--- config.mk ---
export PLATFORM = sky130hd
export DESIGN_NAME = exe_stage_mc_flat
export DESIGN_NICKNAME = d
export VERILOG_FILES = /design/src/rtl/exe_stage_mc_if.sv /design/src/rtl/exe_stage_mc.sv /design/src/flat_wrapper.sv
export SDC_FILE = /design/constraint.sdc
export NUM_CORES = 1
export LEC_CHECK = 0
export ABC_AREA = 1
export CAP_MARGIN = 20
export CORE_ASPECT_RATIO = 0.9
export CORE_MARGIN = 8
export CORE_UTILIZATION = 39
export CTS_CLUSTER_DIAMETER = 200
export CTS_CLUSTER_SIZE = 10
export DETAILED_ROUTE_END_ITERATION = 10
export PLACE_DENSITY = 0.7
export SLEW_MARGIN = 40
export SYNTH_ARGS = -nofsm -noshare
export SYNTH_HDL_FRONTEND = slang
export SYNTH_SLANG_ARGS = --single-unit
--- constraint.sdc ---
create_clock -name clk -period 3.4 [get_ports clk]
set_input_delay 0.34 -clock clk [delete_from_list [all_inputs] [get_ports clk]]
set_output_delay 0.34 -clock clk [all_outputs]
set_load 0.005 [all_outputs]
--- src/rtl/exe_stage_mc_if.sv ---
// Bundle between the ID/EX register, the execute stage and the EXE/MEM register.
// The stage itself uses the slave view; the upstream/downstream side uses master.
interface exe_stage_mc_if #(
  parameter int WIDTH = 32
);
  logic             flush;
  logic             in_valid;
  logic             wb_en_in;
  logic             mem_r_en_in;
  logic             mem_w_en_in;
  logic             b_in;
  logic             s_in;
  logic             i_in;
  logic [3:0]       exe_cmd_in;
  logic [WIDTH-1:0] pc_in;
  logic [WIDTH-1:0] val_rn_in;
  logic [WIDTH-1:0] val_rm_in;
  logic [11:0]      shift_operand_in;
  logic [23:0]      imm24_in;
  logic [3:0]       dest_in;

  logic             busy;
  logic             out_valid;
  logic             wb_en_out;
  logic             mem_r_en_out;
  logic             mem_w_en_out;
  logic [WIDTH-1:0] alu_res_out;
  logic [WIDTH-1:0] val_rm_out;
  logic [3:0]       dest_out;
  logic [3:0]       status_out;
  logic             branch_taken;
  logic [WIDTH-1:0] branch_addr;

  modport master (
    output flush, in_valid, wb_en_in, mem_r_en_in, mem_w_en_in, b_in, s_in, i_in,
           exe_cmd_in, pc_in, val_rn_in, val_rm_in, shift_operand_in, imm24_in, dest_in,
    input  busy, out_valid, wb_en_out, mem_r_en_out, mem_w_en_out, alu_res_out,
           val_rm_out, dest_out, status_out, branch_taken, branch_addr
  );

  modport slave (
    input  flush, in_valid, wb_en_in, mem_r_en_in, mem_w_en_in, b_in, s_in, i_in,
           exe_cmd_in, pc_in, val_rn_in, val_rm_in, shift_operand_in, imm24_in, dest_in,
    output busy, out_valid, wb_en_out, mem_r_en_out, mem_w_en_out, alu_res_out,
           val_rm_out, dest_out, status_out, branch_taken, branch_addr
  );
endinterface

--- src/rtl/exe_stage_mc.sv ---
// Multi-cycle ARM execute stage: Val2 shifter, ALU, NZCV register, shift-add
// multiplier with busy handshake and a registered EXE/MEM bundle.
module exe_stage_mc #(
  parameter int WIDTH = 32,
  parameter int CNT_W = $clog2(WIDTH)
) (
  input logic           clk,
  input logic           rst,
  exe_stage_mc_if.slave bus
);
  localparam logic [3:0] CMD_MOV = 4'b0001;
  localparam logic [3:0] CMD_MVN = 4'b1001;
  localparam logic [3:0] CMD_ADD = 4'b0010;
  localparam logic [3:0] CMD_ADC = 4'b0011;
  localparam logic [3:0] CMD_SUB = 4'b0100;
  localparam logic [3:0] CMD_SBC = 4'b0101;
  localparam logic [3:0] CMD_AND = 4'b0110;
  localparam logic [3:0] CMD_ORR = 4'b0111;
  localparam logic [3:0] CMD_EOR = 4'b1000;
  localparam logic [3:0] CMD_MUL = 4'b1010;
  localparam logic [CNT_W-1:0] CNT_LAST = CNT_W'(WIDTH - 1);

  typedef enum logic {IDLE, MUL} state_t;

  state_t           state_reg, state_next;
  logic [CNT_W-1:0] cnt_reg, cnt_next;
  logic [WIDTH-1:0] mcand_reg, mcand_next;
  logic [WIDTH-1:0] mplier_reg, mplier_next;
  logic [WIDTH-1:0] acc_reg, acc_next;
  logic [WIDTH-1:0] rm_hold_reg, rm_hold_next;
  logic [3:0]       dest_hold_reg, dest_hold_next;
  logic [3:0]       ctl_hold_reg, ctl_hold_next;   // {wb, mem_r, mem_w, s}
  logic             out_valid_reg, out_valid_next;
  logic             wb_en_reg, wb_en_next;
  logic             mem_r_reg, mem_r_next;
  logic             mem_w_reg, mem_w_next;
  logic [WIDTH-1:0] alu_res_reg, alu_res_next;
  logic [WIDTH-1:0] val_rm_reg, val_rm_next;
  logic [3:0]       dest_reg, dest_next;
  logic [3:0]       status_reg, status_next;
  logic             busy_int;

  function automatic logic [WIDTH-1:0] ror(input logic [WIDTH-1:0] v, input logic [CNT_W-1:0] a);
    // a shift by WIDTH yields 0, so a == 0 needs no special case
    return (v >> a) | (v << (WIDTH - int'(a)));
  endfunction

  logic [4:0]       shift_imm;
  logic [1:0]       shift_type;
  logic [CNT_W-1:0] imm_rot;
  logic [CNT_W-1:0] rm_rot;
  logic [WIDTH-1:0] val2;

  assign shift_imm  = bus.shift_operand_in[11:7];
  assign shift_type = bus.shift_operand_in[6:5];
  assign imm_rot    = CNT_W'(32'({bus.shift_operand_in[11:8], 1'b0}) % WIDTH);
  assign rm_rot     = CNT_W'(32'(shift_imm) % WIDTH);

  always_comb begin
    val2 = '0;
    if (bus.mem_r_en_in || bus.mem_w_en_in) begin
      val2 = WIDTH'(bus.shift_operand_in);
    end else if (bus.i_in) begin
      val2 = ror(WIDTH'(bus.shift_operand_in[7:0]), imm_rot);
    end else begin
      case (shift_type)
        2'b00:   val2 = bus.val_rm_in << shift_imm;
        2'b01:   val2 = bus.val_rm_in >> shift_imm;
        2'b10:   val2 = $unsigned($signed(bus.val_rm_in) >>> shift_imm);
        default: val2 = ror(bus.val_rm_in, rm_rot);
      endcase
    end
  end

  // One adder serves all four arithmetic ops; subtraction is Rn + ~Val2 + cin.
  logic [WIDTH-1:0] opb;
  logic             cin;
  logic [WIDTH:0]   sum;
  logic [WIDTH-1:0] alu_res;
  logic             alu_c;
  logic             alu_v;

  always_comb begin
    opb = val2;
    cin = 1'b0;
    case (bus.exe_cmd_in)
      CMD_ADC: cin = status_reg[1];
      CMD_SUB: begin opb = ~val2; cin = 1'b1;          end
      CMD_SBC: begin opb = ~val2; cin = status_reg[1]; end
      default: ;
    endcase
    sum = {1'b0, bus.val_rn_in} + {1'b0, opb} + (WIDTH+1)'(cin);

    alu_res = '0;
    alu_c   = 1'b0;
    alu_v   = 1'b0;
    case (bus.exe_cmd_in)
      CMD_ADD, CMD_ADC, CMD_SUB, CMD_SBC: begin
        alu_res = sum[WIDTH-1:0];
        alu_c   = sum[WIDTH];
        alu_v   = (bus.val_rn_in[WIDTH-1] == opb[WIDTH-1]) &&
                  (sum[WIDTH-1] != bus.val_rn_in[WIDTH-1]);
      end
      CMD_AND: alu_res = bus.val_rn_in & val2;
      CMD_ORR: alu_res = bus.val_rn_in | val2;
      CMD_EOR: alu_res = bus.val_rn_in ^ val2;
      CMD_MOV: alu_res = val2;
      CMD_MVN: alu_res = ~val2;
      default: alu_res = '0;
    endcase
  end

  logic [WIDTH-1:0] acc_step;
  assign acc_step = acc_reg + (mplier_reg[0] ? mcand_reg : '0);

  always_comb begin
    state_next     = state_reg;
    cnt_next       = cnt_reg;
    mcand_next     = mcand_reg;
    mplier_next    = mplier_reg;
    acc_next       = acc_reg;
    rm_hold_next   = rm_hold_reg;
    dest_hold_next = dest_hold_reg;
    ctl_hold_next  = ctl_hold_reg;
    out_valid_next = 1'b0;
    wb_en_next     = 1'b0;
    mem_r_next     = 1'b0;
    mem_w_next     = 1'b0;
    alu_res_next   = alu_res_reg;
    val_rm_next    = val_rm_reg;
    dest_next      = dest_reg;
    status_next    = status_reg;
    busy_int       = 1'b0;
    case (state_reg)
      IDLE: begin
        if (!bus.flush && bus.in_valid) begin
          if (bus.exe_cmd_in == CMD_MUL) begin
            busy_int       = 1'b1;
            state_next     = MUL;
            mcand_next     = bus.val_rn_in;
            mplier_next    = bus.val_rm_in;
            acc_next       = '0;
            cnt_next       = '0;
            rm_hold_next   = bus.val_rm_in;
            dest_hold_next = bus.dest_in;
            ctl_hold_next  = {bus.wb_en_in, bus.mem_r_en_in, bus.mem_w_en_in, bus.s_in};
          end else begin
            out_valid_next = 1'b1;
            wb_en_next     = bus.wb_en_in;
            mem_r_next     = bus.mem_r_en_in;
            mem_w_next     = bus.mem_w_en_in;
            alu_res_next   = alu_res;
            val_rm_next    = bus.val_rm_in;
            dest_next      = bus.dest_in;
            if (bus.s_in) begin
              status_next = {alu_res[WIDTH-1], alu_res == '0, alu_c, alu_v};
            end
          end
        end
      end
      MUL: begin
        if (bus.flush) begin
          state_next = IDLE;
          cnt_next   = '0;
        end else begin
          acc_next    = acc_step;
          mcand_next  = mcand_reg << 1;
          mplier_next = mplier_reg >> 1;
          cnt_next    = cnt_reg + CNT_W'(1);
          if (cnt_reg == CNT_LAST) begin
            state_next     = IDLE;
            cnt_next       = '0;
            out_valid_next = 1'b1;
            wb_en_next     = ctl_hold_reg[3];
            mem_r_next     = ctl_hold_reg[2];
            mem_w_next     = ctl_hold_reg[1];
            alu_res_next   = acc_step;
            val_rm_next    = rm_hold_reg;
            dest_next      = dest_hold_reg;
            // MUL leaves C and V untouched
            if (ctl_hold_reg[0]) begin
              status_next = {acc_step[WIDTH-1], acc_step == '0, status_reg[1:0]};
            end
          end else begin
            busy_int = 1'b1;
          end
        end
      end
      default: state_next = IDLE;
    endcase
  end

  always_ff @(posedge clk or negedge rst) begin
    if (!rst) begin
      state_reg     <= IDLE;
      cnt_reg       <= '0;
      mcand_reg     <= '0;
      mplier_reg    <= '0;
      acc_reg       <= '0;
      rm_hold_reg   <= '0;
      dest_hold_reg <= '0;
      ctl_hold_reg  <= '0;
      out_valid_reg <= 1'b0;
      wb_en_reg     <= 1'b0;
      mem_r_reg     <= 1'b0;
      mem_w_reg     <= 1'b0;
      alu_res_reg   <= '0;
      val_rm_reg    <= '0;
      dest_reg      <= '0;
      status_reg    <= '0;
    end else begin
      state_reg     <= state_next;
      cnt_reg       <= cnt_next;
      mcand_reg     <= mcand_next;
      mplier_reg    <= mplier_next;
      acc_reg       <= acc_next;
      rm_hold_reg   <= rm_hold_next;
      dest_hold_reg <= dest_hold_next;
      ctl_hold_reg  <= ctl_hold_next;
      out_valid_reg <= out_valid_next;
      wb_en_reg     <= wb_en_next;
      mem_r_reg     <= mem_r_next;
      mem_w_reg     <= mem_w_next;
      alu_res_reg   <= alu_res_next;
      val_rm_reg    <= val_rm_next;
      dest_reg      <= dest_next;
      status_reg    <= status_next;
    end
  end

  logic signed [25:0] br_off;
  assign br_off = {bus.imm24_in, 2'b00};

  assign bus.busy         = rst & busy_int;
  assign bus.out_valid    = out_valid_reg;
  assign bus.wb_en_out    = wb_en_reg;
  assign bus.mem_r_en_out = mem_r_reg;
  assign bus.mem_w_en_out = mem_w_reg;
  assign bus.alu_res_out  = alu_res_reg;
  assign bus.val_rm_out   = val_rm_reg;
  assign bus.dest_out     = dest_reg;
  assign bus.status_out   = status_reg;
  assign bus.branch_taken = bus.b_in & bus.in_valid & ~bus.flush;
  assign bus.branch_addr  = bus.pc_in + WIDTH'(br_off);
endmodule

--- src/flat_wrapper.sv ---
// flat-port wrapper written by rule: the top's interface ports become plain ports
module exe_stage_mc_flat 
#(
  parameter int WIDTH = 32,
  parameter int CNT_W = $clog2(WIDTH)
)
  (clk, rst, bus_flush, bus_in_valid, bus_wb_en_in, bus_mem_r_en_in, bus_mem_w_en_in, bus_b_in, bus_s_in, bus_i_in, bus_exe_cmd_in, bus_pc_in, bus_val_rn_in, bus_val_rm_in, bus_shift_operand_in, bus_imm24_in, bus_dest_in, bus_busy, bus_out_valid, bus_wb_en_out, bus_mem_r_en_out, bus_mem_w_en_out, bus_alu_res_out, bus_val_rm_out, bus_dest_out, bus_status_out, bus_branch_taken, bus_branch_addr);
  exe_stage_mc_if #(.WIDTH(WIDTH)) bus_i ();
  input logic clk;
  input logic rst;
  input wire logic [$bits(bus_i.flush)-1:0] bus_flush;
  input wire logic [$bits(bus_i.in_valid)-1:0] bus_in_valid;
  input wire logic [$bits(bus_i.wb_en_in)-1:0] bus_wb_en_in;
  input wire logic [$bits(bus_i.mem_r_en_in)-1:0] bus_mem_r_en_in;
  input wire logic [$bits(bus_i.mem_w_en_in)-1:0] bus_mem_w_en_in;
  input wire logic [$bits(bus_i.b_in)-1:0] bus_b_in;
  input wire logic [$bits(bus_i.s_in)-1:0] bus_s_in;
  input wire logic [$bits(bus_i.i_in)-1:0] bus_i_in;
  input wire logic [$bits(bus_i.exe_cmd_in)-1:0] bus_exe_cmd_in;
  input wire logic [$bits(bus_i.pc_in)-1:0] bus_pc_in;
  input wire logic [$bits(bus_i.val_rn_in)-1:0] bus_val_rn_in;
  input wire logic [$bits(bus_i.val_rm_in)-1:0] bus_val_rm_in;
  input wire logic [$bits(bus_i.shift_operand_in)-1:0] bus_shift_operand_in;
  input wire logic [$bits(bus_i.imm24_in)-1:0] bus_imm24_in;
  input wire logic [$bits(bus_i.dest_in)-1:0] bus_dest_in;
  output wire logic [$bits(bus_i.busy)-1:0] bus_busy;
  output wire logic [$bits(bus_i.out_valid)-1:0] bus_out_valid;
  output wire logic [$bits(bus_i.wb_en_out)-1:0] bus_wb_en_out;
  output wire logic [$bits(bus_i.mem_r_en_out)-1:0] bus_mem_r_en_out;
  output wire logic [$bits(bus_i.mem_w_en_out)-1:0] bus_mem_w_en_out;
  output wire logic [$bits(bus_i.alu_res_out)-1:0] bus_alu_res_out;
  output wire logic [$bits(bus_i.val_rm_out)-1:0] bus_val_rm_out;
  output wire logic [$bits(bus_i.dest_out)-1:0] bus_dest_out;
  output wire logic [$bits(bus_i.status_out)-1:0] bus_status_out;
  output wire logic [$bits(bus_i.branch_taken)-1:0] bus_branch_taken;
  output wire logic [$bits(bus_i.branch_addr)-1:0] bus_branch_addr;
  assign bus_i.flush = bus_flush;
  assign bus_i.in_valid = bus_in_valid;
  assign bus_i.wb_en_in = bus_wb_en_in;
  assign bus_i.mem_r_en_in = bus_mem_r_en_in;
  assign bus_i.mem_w_en_in = bus_mem_w_en_in;
  assign bus_i.b_in = bus_b_in;
  assign bus_i.s_in = bus_s_in;
  assign bus_i.i_in = bus_i_in;
  assign bus_i.exe_cmd_in = bus_exe_cmd_in;
  assign bus_i.pc_in = bus_pc_in;
  assign bus_i.val_rn_in = bus_val_rn_in;
  assign bus_i.val_rm_in = bus_val_rm_in;
  assign bus_i.shift_operand_in = bus_shift_operand_in;
  assign bus_i.imm24_in = bus_imm24_in;
  assign bus_i.dest_in = bus_dest_in;
  assign bus_busy = bus_i.busy;
  assign bus_out_valid = bus_i.out_valid;
  assign bus_wb_en_out = bus_i.wb_en_out;
  assign bus_mem_r_en_out = bus_i.mem_r_en_out;
  assign bus_mem_w_en_out = bus_i.mem_w_en_out;
  assign bus_alu_res_out = bus_i.alu_res_out;
  assign bus_val_rm_out = bus_i.val_rm_out;
  assign bus_dest_out = bus_i.dest_out;
  assign bus_status_out = bus_i.status_out;
  assign bus_branch_taken = bus_i.branch_taken;
  assign bus_branch_addr = bus_i.branch_addr;
  exe_stage_mc #(.WIDTH(WIDTH), .CNT_W(CNT_W)) u_core (.clk(clk), .rst(rst), .bus(bus_i));
endmodule
-- After elaboration in Yosys (flattened, before gate mapping)
Index checks and enable logic that the tools add are counted.
- flip-flop bits (word level): 218
- input bits: 150
- output and inout bits: 110
- logic and storage cells: 152
- add/sub/neg operators: 7
- equal/unequal tests: 22
- shift operators: 6
- muxes and demuxes: 73
- bitwise gates (word level): 11
- reductions and logical operators: 16
- operators by type and width (kind ; number):
    $mux W32 ; 21
    $pmux W32 S2 ; 5
    $pmux W32 S6 ; 1
    $or A32 B32 Y32 ; 3
    $pmux W32 S3 ; 1
    $add A32 B32 Y32 ; 2
    $logic_not A32 Y1 ; 2
    $mux W4 ; 10
    $add A32 B32 Y33 ; 1
    $add A33 B1 Y33 ; 1
    $and A32 B32 Y32 ; 1
    $not A32 Y32 ; 1
    $shl A32 B32 Y32 ; 1
    $shl A32 B5 Y32 ; 1
    $shl A8 B32 Y32 ; 1
    $shr A32 B5 Y32 ; 1
    $shr A8 B5 Y32 ; 1
    $sshr A32 B5 Y32 ; 1
    $xor A32 B32 Y32 ; 1
    $mux W1 ; 22
    $mux W5 ; 4
    $eq A4 B3 Y1 const B ; 4
    $pmux W4 S2 ; 2
    $sub A6 B5 Y7 const A ; 2
    25 further kinds ; 45

-- Depth between registers and ports, before layout
Gate-level depths: netlist (run 1).
- depth in word-level cells: 17
- depth in mapped cells: 40
- depth with buffers taken out: 39

-- Least setup slack after synthesis (run 1)
Ideal clock, no wire load.
- kind: input -> register
- from: input bus_shift_operand_in[9]
- to: register u_core.status_reg[2], in the netlist u_core.bus.status_out[2]
- library setup time: 0.065 ns
- arrival time: 4.592 ns
- slack: -1.257 ns
- stages on the path: 39
- path buffers: 4
- cells stage by stage: buf_6 > inv_1 > buf_2 > buf_2 > ha_1 > inv_1 > nand2_1 > nand2_1 > a21oi_4 > buf_4 > nor2_1 > a211oi_1 > nand2_1 > nand2_1 > nand2_1 > xnor2_1 > fa_1 > inv_1 > (+3 left out) > nand2_1 > nand2_1 > nand2_1 > nand2_1 > nand2_1 > inv_1 > o21ai_0 > nand2_1 > nand3_1 > nand2_1 > nand3b_1 > nor2_1 > nand2_1 > nor2_1 > nand3_1 > o21bai_1 > nand2_1 > nand2_1
- word-level cells in the longest chain between the ends: 16
- elaborated cells between the ends (all ways): 26
- RTL lines (what ; RTL line ; text):
    start: declaration ; flat_wrapper.sv:23 ; input wire logic [$bits(bus_i.shift_operand_in)-1:0] bus_shift_operand_in;
    $sub A6 B5 Y7 ; exe_stage_mc.sv:45 ; return (v >> a) | (v << (WIDTH - int'(a)));
    $shl A32 B32 Y32 ; exe_stage_mc.sv:45 ;
    $or A32 B32 Y32 ; exe_stage_mc.sv:45 ;
    $pmux W32 S3 ; exe_stage_mc.sv:66 ; case (shift_type)
    $mux W32 ; exe_stage_mc.sv:63 ; end else if (bus.i_in) begin
    $mux W32 * ; exe_stage_mc.sv:61 ; if (bus.mem_r_en_in || bus.mem_w_en_in) begin
    $not A32 Y32 ; exe_stage_mc.sv:88, exe_stage_mc.sv:89, exe_stage_mc.sv:108 ;
    $mux W32 ; - ;
    $add A32 B32 Y33 ; exe_stage_mc.sv:92 ; sum = {1'b0, bus.val_rn_in} + {1'b0, opb} + (WIDTH+1)'(cin);
    $add A33 B1 Y33 ; exe_stage_mc.sv:92 ;
    $pmux W32 S6 * ; exe_stage_mc.sv:97 ; case (bus.exe_cmd_in)
    $logic_not A32 Y1 * ; exe_stage_mc.sv:156 ; status_next = {alu_res[WIDTH-1], alu_res == '0, alu_c, alu_v};
    $mux W4 * ; exe_stage_mc.sv:155 ; if (bus.s_in) begin
    $mux W4 * ; exe_stage_mc.sv:137 ; if (bus.exe_cmd_in == CMD_MUL) begin
    $mux W4 * ; exe_stage_mc.sv:136 ; if (!bus.flush && bus.in_valid) begin
    $pmux W4 S2 * ; exe_stage_mc.sv:134 ; case (state_reg)
    end signal: assignment ; exe_stage_mc.sv:227 ; status_reg <= status_next;
    end: declaration ; exe_stage_mc.sv:40 ; logic [3:0] status_reg, status_next;
Every way passes the cells marked *; elsewhere a longest branch is shown, timed or not. The select of a mux whose other input is x is not followed.
A chain may end at the register's enable or synchronous reset.

-- Final worst setup path (run 1)
- from: input bus_shift_operand_in[8]
- to: register u_core.status_reg[2], in the netlist u_core.bus.status_out[2]
The elaborated chain is that of the path after synthesis.

==> results.sh, run 1 <==
export IMPL_grt_pass1_wl_um=181000
export IMPL_route_detailed_drc=0
export IMPL_final_cell_count_no_fill=5719
export IMPL_crit_path_end_kind="flop"
export IMPL_start_util_pct=39.2
export IMPL_syn_instance_count=3913
export IMPL_nets=5240
export IMPL_internal_power_mw=8.20
export IMPL_row_count=86
export IMPL_core_sq_um=60800
export IMPL_synth_edf_count=0
export IMPL_drtAntennaViolNets=0
export IMPL_drive_gt1_share_pct=33.3
export IMPL_clk_pin_slew_ps=60
export IMPL_pre_cts_ws_ps=-2470
export IMPL_netlist_area_sq_um=23800
export IMPL_clockBufferDepth=3
export IMPL_yosysSeqAreaShare_pct=22.9
export IMPL_synth_common_cells="1171 x nand2_1, 516 x nand3_1, 342 x inv_1"
export IMPL_p_seq_share_pct=24.8
export IMPL_syn_avg_cell_area_sq_um=6.09
export IMPL_overflow=0
export IMPL_hold_class="in -> async"
export IMPL_clkPwrFrac_pct=16.8
export IMPL_critPathLaunchType="primary input"
export IMPL_portBuffers=255
export IMPL_synth_most_common_cell="nand2_1"
export IMPL_fmax_mhz=239
export IMPL_tightest_slew_ps=726
export IMPL_violations="negative setup slack"
export IMPL_grt_max_degree=148
export IMPL_cts_sinks=218
export IMPL_grt_pass1_vias=29800
export IMPL_antenna_found_initial=1
export IMPL_yosys_area_top_type="dfrtp_1"
export IMPL_cts_buffers=25
export IMPL_synth_cell_types=57
export IMPL_synth_nets=4227
export IMPL_synth_area_leaders="dfrtp_1 23%, nand2_1 18%, nand3_1 11%"
export IMPL_gp_congestion=1.07
export IMPL_clk_latency_ps=540
export IMPL_drt_iter0_markers=3801
export IMPL_placed_cell_area_sq_um=32900
export IMPL_ys_async_sr_fraction_pct=100
export IMPL_timing_final_ws_setup_ps=-791
export IMPL_final_period_utilization_pct=123
export IMPL_critPathMaxFanout=6
export IMPL_worst_hold_slack_ps=344
export IMPL_slew_headroom_pct=51.6
export IMPL_final_max_slew_viol_count=0
export IMPL_finalInstanceArea_sq_um=37900
export IMPL_yosys_warnings=0
export IMPL_drv_cap=0
export IMPL_dr_pass1_iters=8
export IMPL_cts_tree="done"
export IMPL_leakagePower_nw=18.9
export IMPL_skew_ps=16.7
export IMPL_setup_violations_final=33
export IMPL_die_y_um=251
export IMPL_dpl_hpwl_um=96200
export IMPL_synth_top_area_share_pct=22.9
export IMPL_finalHoldViolCount=0
export IMPL_fp_dieW_um=277
export IMPL_rsz0062_at_grt="yes"
export IMPL_p_per_area_nw_per_um2=373
export IMPL_synthFlopType="dfrtp_1"
export IMPL_crit_path_max_incr_delay_ps=380
export IMPL_post_route_min_period_ps=4190
export IMPL_diodes=0
export IMPL_ios=260
export IMPL_p_sw_mw=5.93
export IMPL_area_delta_synth_final_pct=59.1
export IMPL_cp_common_cell="nand2_1"
export IMPL_wl_um=124000
export IMPL_ir_worst_vdd_mv=0.350
export IMPL_swShare_pct=41.9
export IMPL_dp_cells=5550
export IMPL_dieArea_sq_um=69300
export IMPL_cts_max_level=1
export IMPL_synth_seq_cells=218
export IMPL_status="finished, violations left"
export IMPL_grt_usage_pct=33.1
export IMPL_power_frac_comb_pct=58.4
export IMPL_crit_arrival_ps=4670
export IMPL_wl_per_cell_um=21.6
export IMPL_via_count=31900
export IMPL_critPathSlowestCell="ha_1"
export IMPL_vias_per_cell=5.58
export IMPL_worstPathRequired_ps=3880
export IMPL_crit_type="in -> reg"
export IMPL_cts_root_buf="clkbuf_16"
[metal layers]
layer	routed length (um)	global-route usage, %
met5	11	0
met1	53900	47.2
met2	53800	51.4
met3	12000	5.64
met4	3930	8.31
[through the flow]
stage	power [mW]	util [%]	TNS, ps
final	14.1	62.4	-16200
after global routing	14.9	62.4	-21740
after global placement	10.5	54.2	-79090
after detailed placement	10.6	54.2	-79980
after floorplan	7.13	-	-12250
after CTS	13.5	58.7	-14570
[worst max-delay path: cells and delay by family]
kind,cells,cell delay [ps]
compound gates,5,710
fa+ha+maj,2,750
simple gates,19,1810
xor+xnor,1,150
buf+inv,8,860
[area by class of cell]
type | count | area, sq um
Fill cell | 5607 | 22900
Multi-Input combinational cell | 3146 | 19100
Timing Repair Buffer | 1174 | 10300
Sequential cell | 218 | 5460
Inverter | 361 | 1410
Tap cell | 792 | 991
Clock buffer | 27 | 643
Clock inverter | 1 | 20.0
[path summary, 6_finish.rpt]
kind	start	endpoint	slack, ps	depth (start not counted)
max	bus_shift_operand_in[8]	u_core.bus.status_out[2]$_DFFE_PN0P_	-790	35
min	rst	u_core.mplier_reg[16]$_DFFE_PN0P_	340	2
max reg2reg	u_core.bus.status_out[1]$_DFFE_PN0P_	u_core.bus.status_out[2]$_DFFE_PN0P_	-80	21
min reg2reg	u_core.rm_hold_reg[18]$_DFFE_PN0P_	u_core.rm_hold_reg[18]$_DFFE_PN0P_	490	2
max in group asynchronous	rst	u_core.bus.alu_res_out[8]$_DFFE_PN0P_	1840	4
min in group clk	bus_val_rm_in[22]	u_core.rm_hold_reg[22]$_DFFE_PN0P_	350	4
[timing repair]
| item | 4_1_cts | 5_1_grt |
|---|---|---|
| hold buffers | 1 | 0 |
| setup endpoints to repair | 54 | 53 |
| buffers inserted | 69 | 72 |
| gates cloned | 7 | 3 |
| endpoints found under the hold margin | 71 | 0 |
| resized for setup | 478 | 433 |
| pin swaps | 131 | 207 |
[kinds of logic after synthesis]
kind of cell | Yosys count | share of synthesized area, %
DFF | 218 | 22.9
buffers and inverters | 549 | 9.29
and+or+nand+nor | 2170 | 38.4
AOI/OAI and AO/OA | 723 | 17.2
muxes | 1 | 0.0473
adders and majority gates | 164 | 8.74
xor gates and xnor gates | 88 | 3.39
[placed cells by master, fill, tap and decap left out, types with 54 or more instances in the layout]
master	instances
a21oi_1	146
a31oi_1	107
buf_4	820
clkdlybuf4s50_1	192
dfrtp_1	217
ha_1	145
inv_1	318
nand2_1	939
nand2_2	195
nand2_4	54
nand3_1	393
nand3_2	105
nor2_1	290
o21ai_0	218
[power groups by stage]
| stage | combinational [mW] | clock (mW) | sequential, mW |
|---|---|---|---|
| 2_1_floorplan | 3.70 | 0 | 3.44 |
| 3_3_place_gp | 7.03 | 0 | 3.51 |
| 3_5_place_dp | 7.07 | 0 | 3.53 |
| 4_1_cts | 7.56 | 2.41 | 3.50 |
| 5_1_grt | 8.90 | 2.49 | 3.56 |
| 6_report | 8.26 | 2.37 | 3.51 |
No activity file was read; power rests on OpenSTA's default activity.
==> inputs of run 2 (changes only) <==
- TNS_END_PERCENT: unset -> 50
==> results.sh, run 2 (synthesis gave the netlist of run 1 again) <==
export IMPL_fin_util_pct=61.0
export IMPL_drive_gt1_share_pct=30.8
export IMPL_crit_arrival_ps=4770
export IMPL_p_sw_mw=5.89
export IMPL_layout_commonest_cell="nand2_1"
export IMPL_critPathLaunchType="primary input"
export IMPL_critPathSlowestCell="ha_1"
export IMPL_r2r_start="u_core.mplier_reg[0]$_DFFE_PN0P_"
export IMPL_clockBufferDepth=3
export IMPL_tightest_slew_ps=753
export IMPL_route_detailed_drc=0
export IMPL_start_util_pct=39.2
export IMPL_cts_root_buf="clkbuf_16"
export IMPL_power_frac_comb_pct=57.9
export IMPL_portBuffers=255
export IMPL_antenna_found_initial=6
export IMPL_cp_common_cell="nand2_1"
export IMPL_status="finished, violations left"
export IMPL_rsz0062_at_grt="yes"
export IMPL_leakagePower_nw=18.6
export IMPL_core_sq_um=60800
export IMPL_final_cell_mix="1003 x nand2_1, 832 x buf_4, 423 x nand3_1"
export IMPL_wl_per_cell_um=21.4
export IMPL_violations="negative setup slack"
export IMPL_post_route_min_period_ps=4290
export IMPL_clk_latency_ps=550
export IMPL_final_period_utilization_pct=126
export IMPL_ir_worst_vdd_mv=0.402
export IMPL_skew_ps=16.3
export IMPL_vias_per_cell=5.60
export IMPL_crit_type="in -> reg"
export IMPL_grt_pass1_vias=29800
export IMPL_internal_power_mw=8.10
export IMPL_clk_pin_slew_ps=60
export IMPL_dpl_hpwl_um=97100
export IMPL_dieArea_sq_um=69300
export IMPL_clkPwrFrac_pct=17.1
export IMPL_cts_sinks=218
export IMPL_drt_iter0_markers=3909
export IMPL_hp_start="bus_val_rm_in[31]"
export IMPL_area_delta_synth_final_pct=55.7
export IMPL_hold_end="u_core.bus.val_rm_out[31]$_DFFE_PN0P_"
export IMPL_ios=260
export IMPL_ff2ff_setup_slack_ps=-160
export IMPL_finalHoldViolCount=0
export IMPL_cts_tree="done"
export IMPL_crit_path_max_incr_delay_ps=390
export IMPL_worstPathRequired_ps=3880
export IMPL_gp_congestion=1.04
export IMPL_p_seq_share_pct=25.0
export IMPL_timing_final_ws_setup_ps=-893
export IMPL_r2r_cells=23
export IMPL_fmax_mhz=233
export IMPL_drv_cap=0
export IMPL_crit_path_end_kind="flop"
export IMPL_cts_max_level=1
export IMPL_swShare_pct=42.1
export IMPL_row_count=86
export IMPL_p_total_mw=14.0
export IMPL_hold_class="in -> reg"
export IMPL_fp_dieW_um=277
export IMPL_overflow=0
export IMPL_p_per_area_nw_per_um2=377
export IMPL_grt_usage_pct=33.2
export IMPL_holdPathStages=4
export IMPL_nets=5236
export IMPL_via_count=32000
export IMPL_slew_headroom_pct=49.8
export IMPL_pre_cts_ws_ps=-2290
export IMPL_setup_violations_final=38
export IMPL_critPathMaxFanout=10
export IMPL_rr_endpoint="u_core.bus.status_out[2]$_DFFE_PN0P_"
export IMPL_dr_pass1_iters=6
export IMPL_grt_max_degree=151
export IMPL_cts_buffers=25
export IMPL_final_max_slew_viol_count=0
export IMPL_drtAntennaViolNets=0
export IMPL_wl_um=122000
export IMPL_die_y_um=251
export IMPL_grt_pass1_wl_um=181000
==> run 2: cell count changes in the layout (fill, tap and decap cells not counted), moves of 7 or more <==
cell             change
buf_12              -13
a21oi_2             -13
nand2_4             -15
nand3_1             +30
clkdlybuf4s50_1      +7
nand2_2             -51
a21oi_1             +13
nand3_2             -24
nand2_1             +64
buf_4               +12
==> run 2: what timing repair did <==
action | CTS | global route
pin swaps | 111 | 113
setup buffers | 62 | 52
hold buffers | 1 | 0
resized for setup | 441 | 309
endpoints found under the hold margin | 68 | 0
setup endpoints to repair | 55 | 51
gates cloned | 4 | 6
==> run 2: worst max-delay path by stage <==
| stage | from | endpoint | cells past startpoint | slack (ps) |
|---|---|---|---|---|
| floorplan | bus_shift_operand_in[9] | u_core.bus.status_out[2]$_DFFE_PN0P_ | 38 | -860 |
| global placement | bus_shift_operand_in[7] | u_core.bus.alu_res_out[27]$_DFFE_PN0P_ | 31 | -2220 |
| detailed placement | bus_shift_operand_in[7] | u_core.bus.alu_res_out[27]$_DFFE_PN0P_ | 31 | -2290 |
| CTS | bus_shift_operand_in[7] | u_core.bus.status_out[2]$_DFFE_PN0P_ | 36 | -760 |
| global route | bus_shift_operand_in[7] | u_core.bus.status_out[2]$_DFFE_PN0P_ | 36 | -1120 |
| finish | bus_shift_operand_in[7] | u_core.bus.status_out[2]$_DFFE_PN0P_ | 31 | -890 |
==> run 2: power by group through the flow <==
stage	Sequential, mW	Combinational, mW	Clock, mW
global placement	3.51	7.02	0
detailed placement	3.53	7.07	0
global route	3.55	8.74	2.51
floorplan	3.44	3.69	0
CTS	3.49	7.48	2.43
finish	3.50	8.10	2.39
==> run 2: cell type report <==
| cell class | instances | area, sq um |
|---|---|---|
| Clock buffer | 27 | 643 |
| Timing Repair inverter | 2 | 17.5 |
| Clock inverter | 1 | 20.0 |
| Sequential cell | 218 | 5460 |
| Antenna cell | 2 | 5.00 |
| Multi-Input combinational cell | 3146 | 18500 |
| Tap cell | 792 | 991 |
| Timing Repair Buffer | 1168 | 10000 |
| Inverter | 361 | 1410 |
| Fill cell | 5637 | 23700 |
==> run 2: per-stage QoR <==
step | TNS [ps] | cells | instance area, sq um | hold slack, ps
after floorplan | -12410 | 3913 | 24100 | 44.4
after global placement | -72660 | 5563 | 33000 | 328
after detailed placement | -72900 | 5563 | 33000 | 326
after CTS | -15960 | 5657 | 35400 | 357
after global routing | -26170 | 5717 | 37100 | 334
final | -19560 | 5717 | 37100 | 330
==> run 2: per-layer routing <==
metal | track usage, % | part of all wire (%) | vias up
met5 | 0 | 0.020 | -
met1 | 48.3 | 45 | 15100
met3 | 6.02 | 10 | 219
met2 | 49.7 | 42 | 1619
met4 | 8.71 | 3.0 | 4
li1 | - | - | 15100
==> run 2: critical path, delay by kind of cell <==
family	cells	cell delay, ps
compound gates	8	1400
xor+xnor	1	160
simple gates	12	1290
fa+ha+maj	2	750
buf+inv	8	820
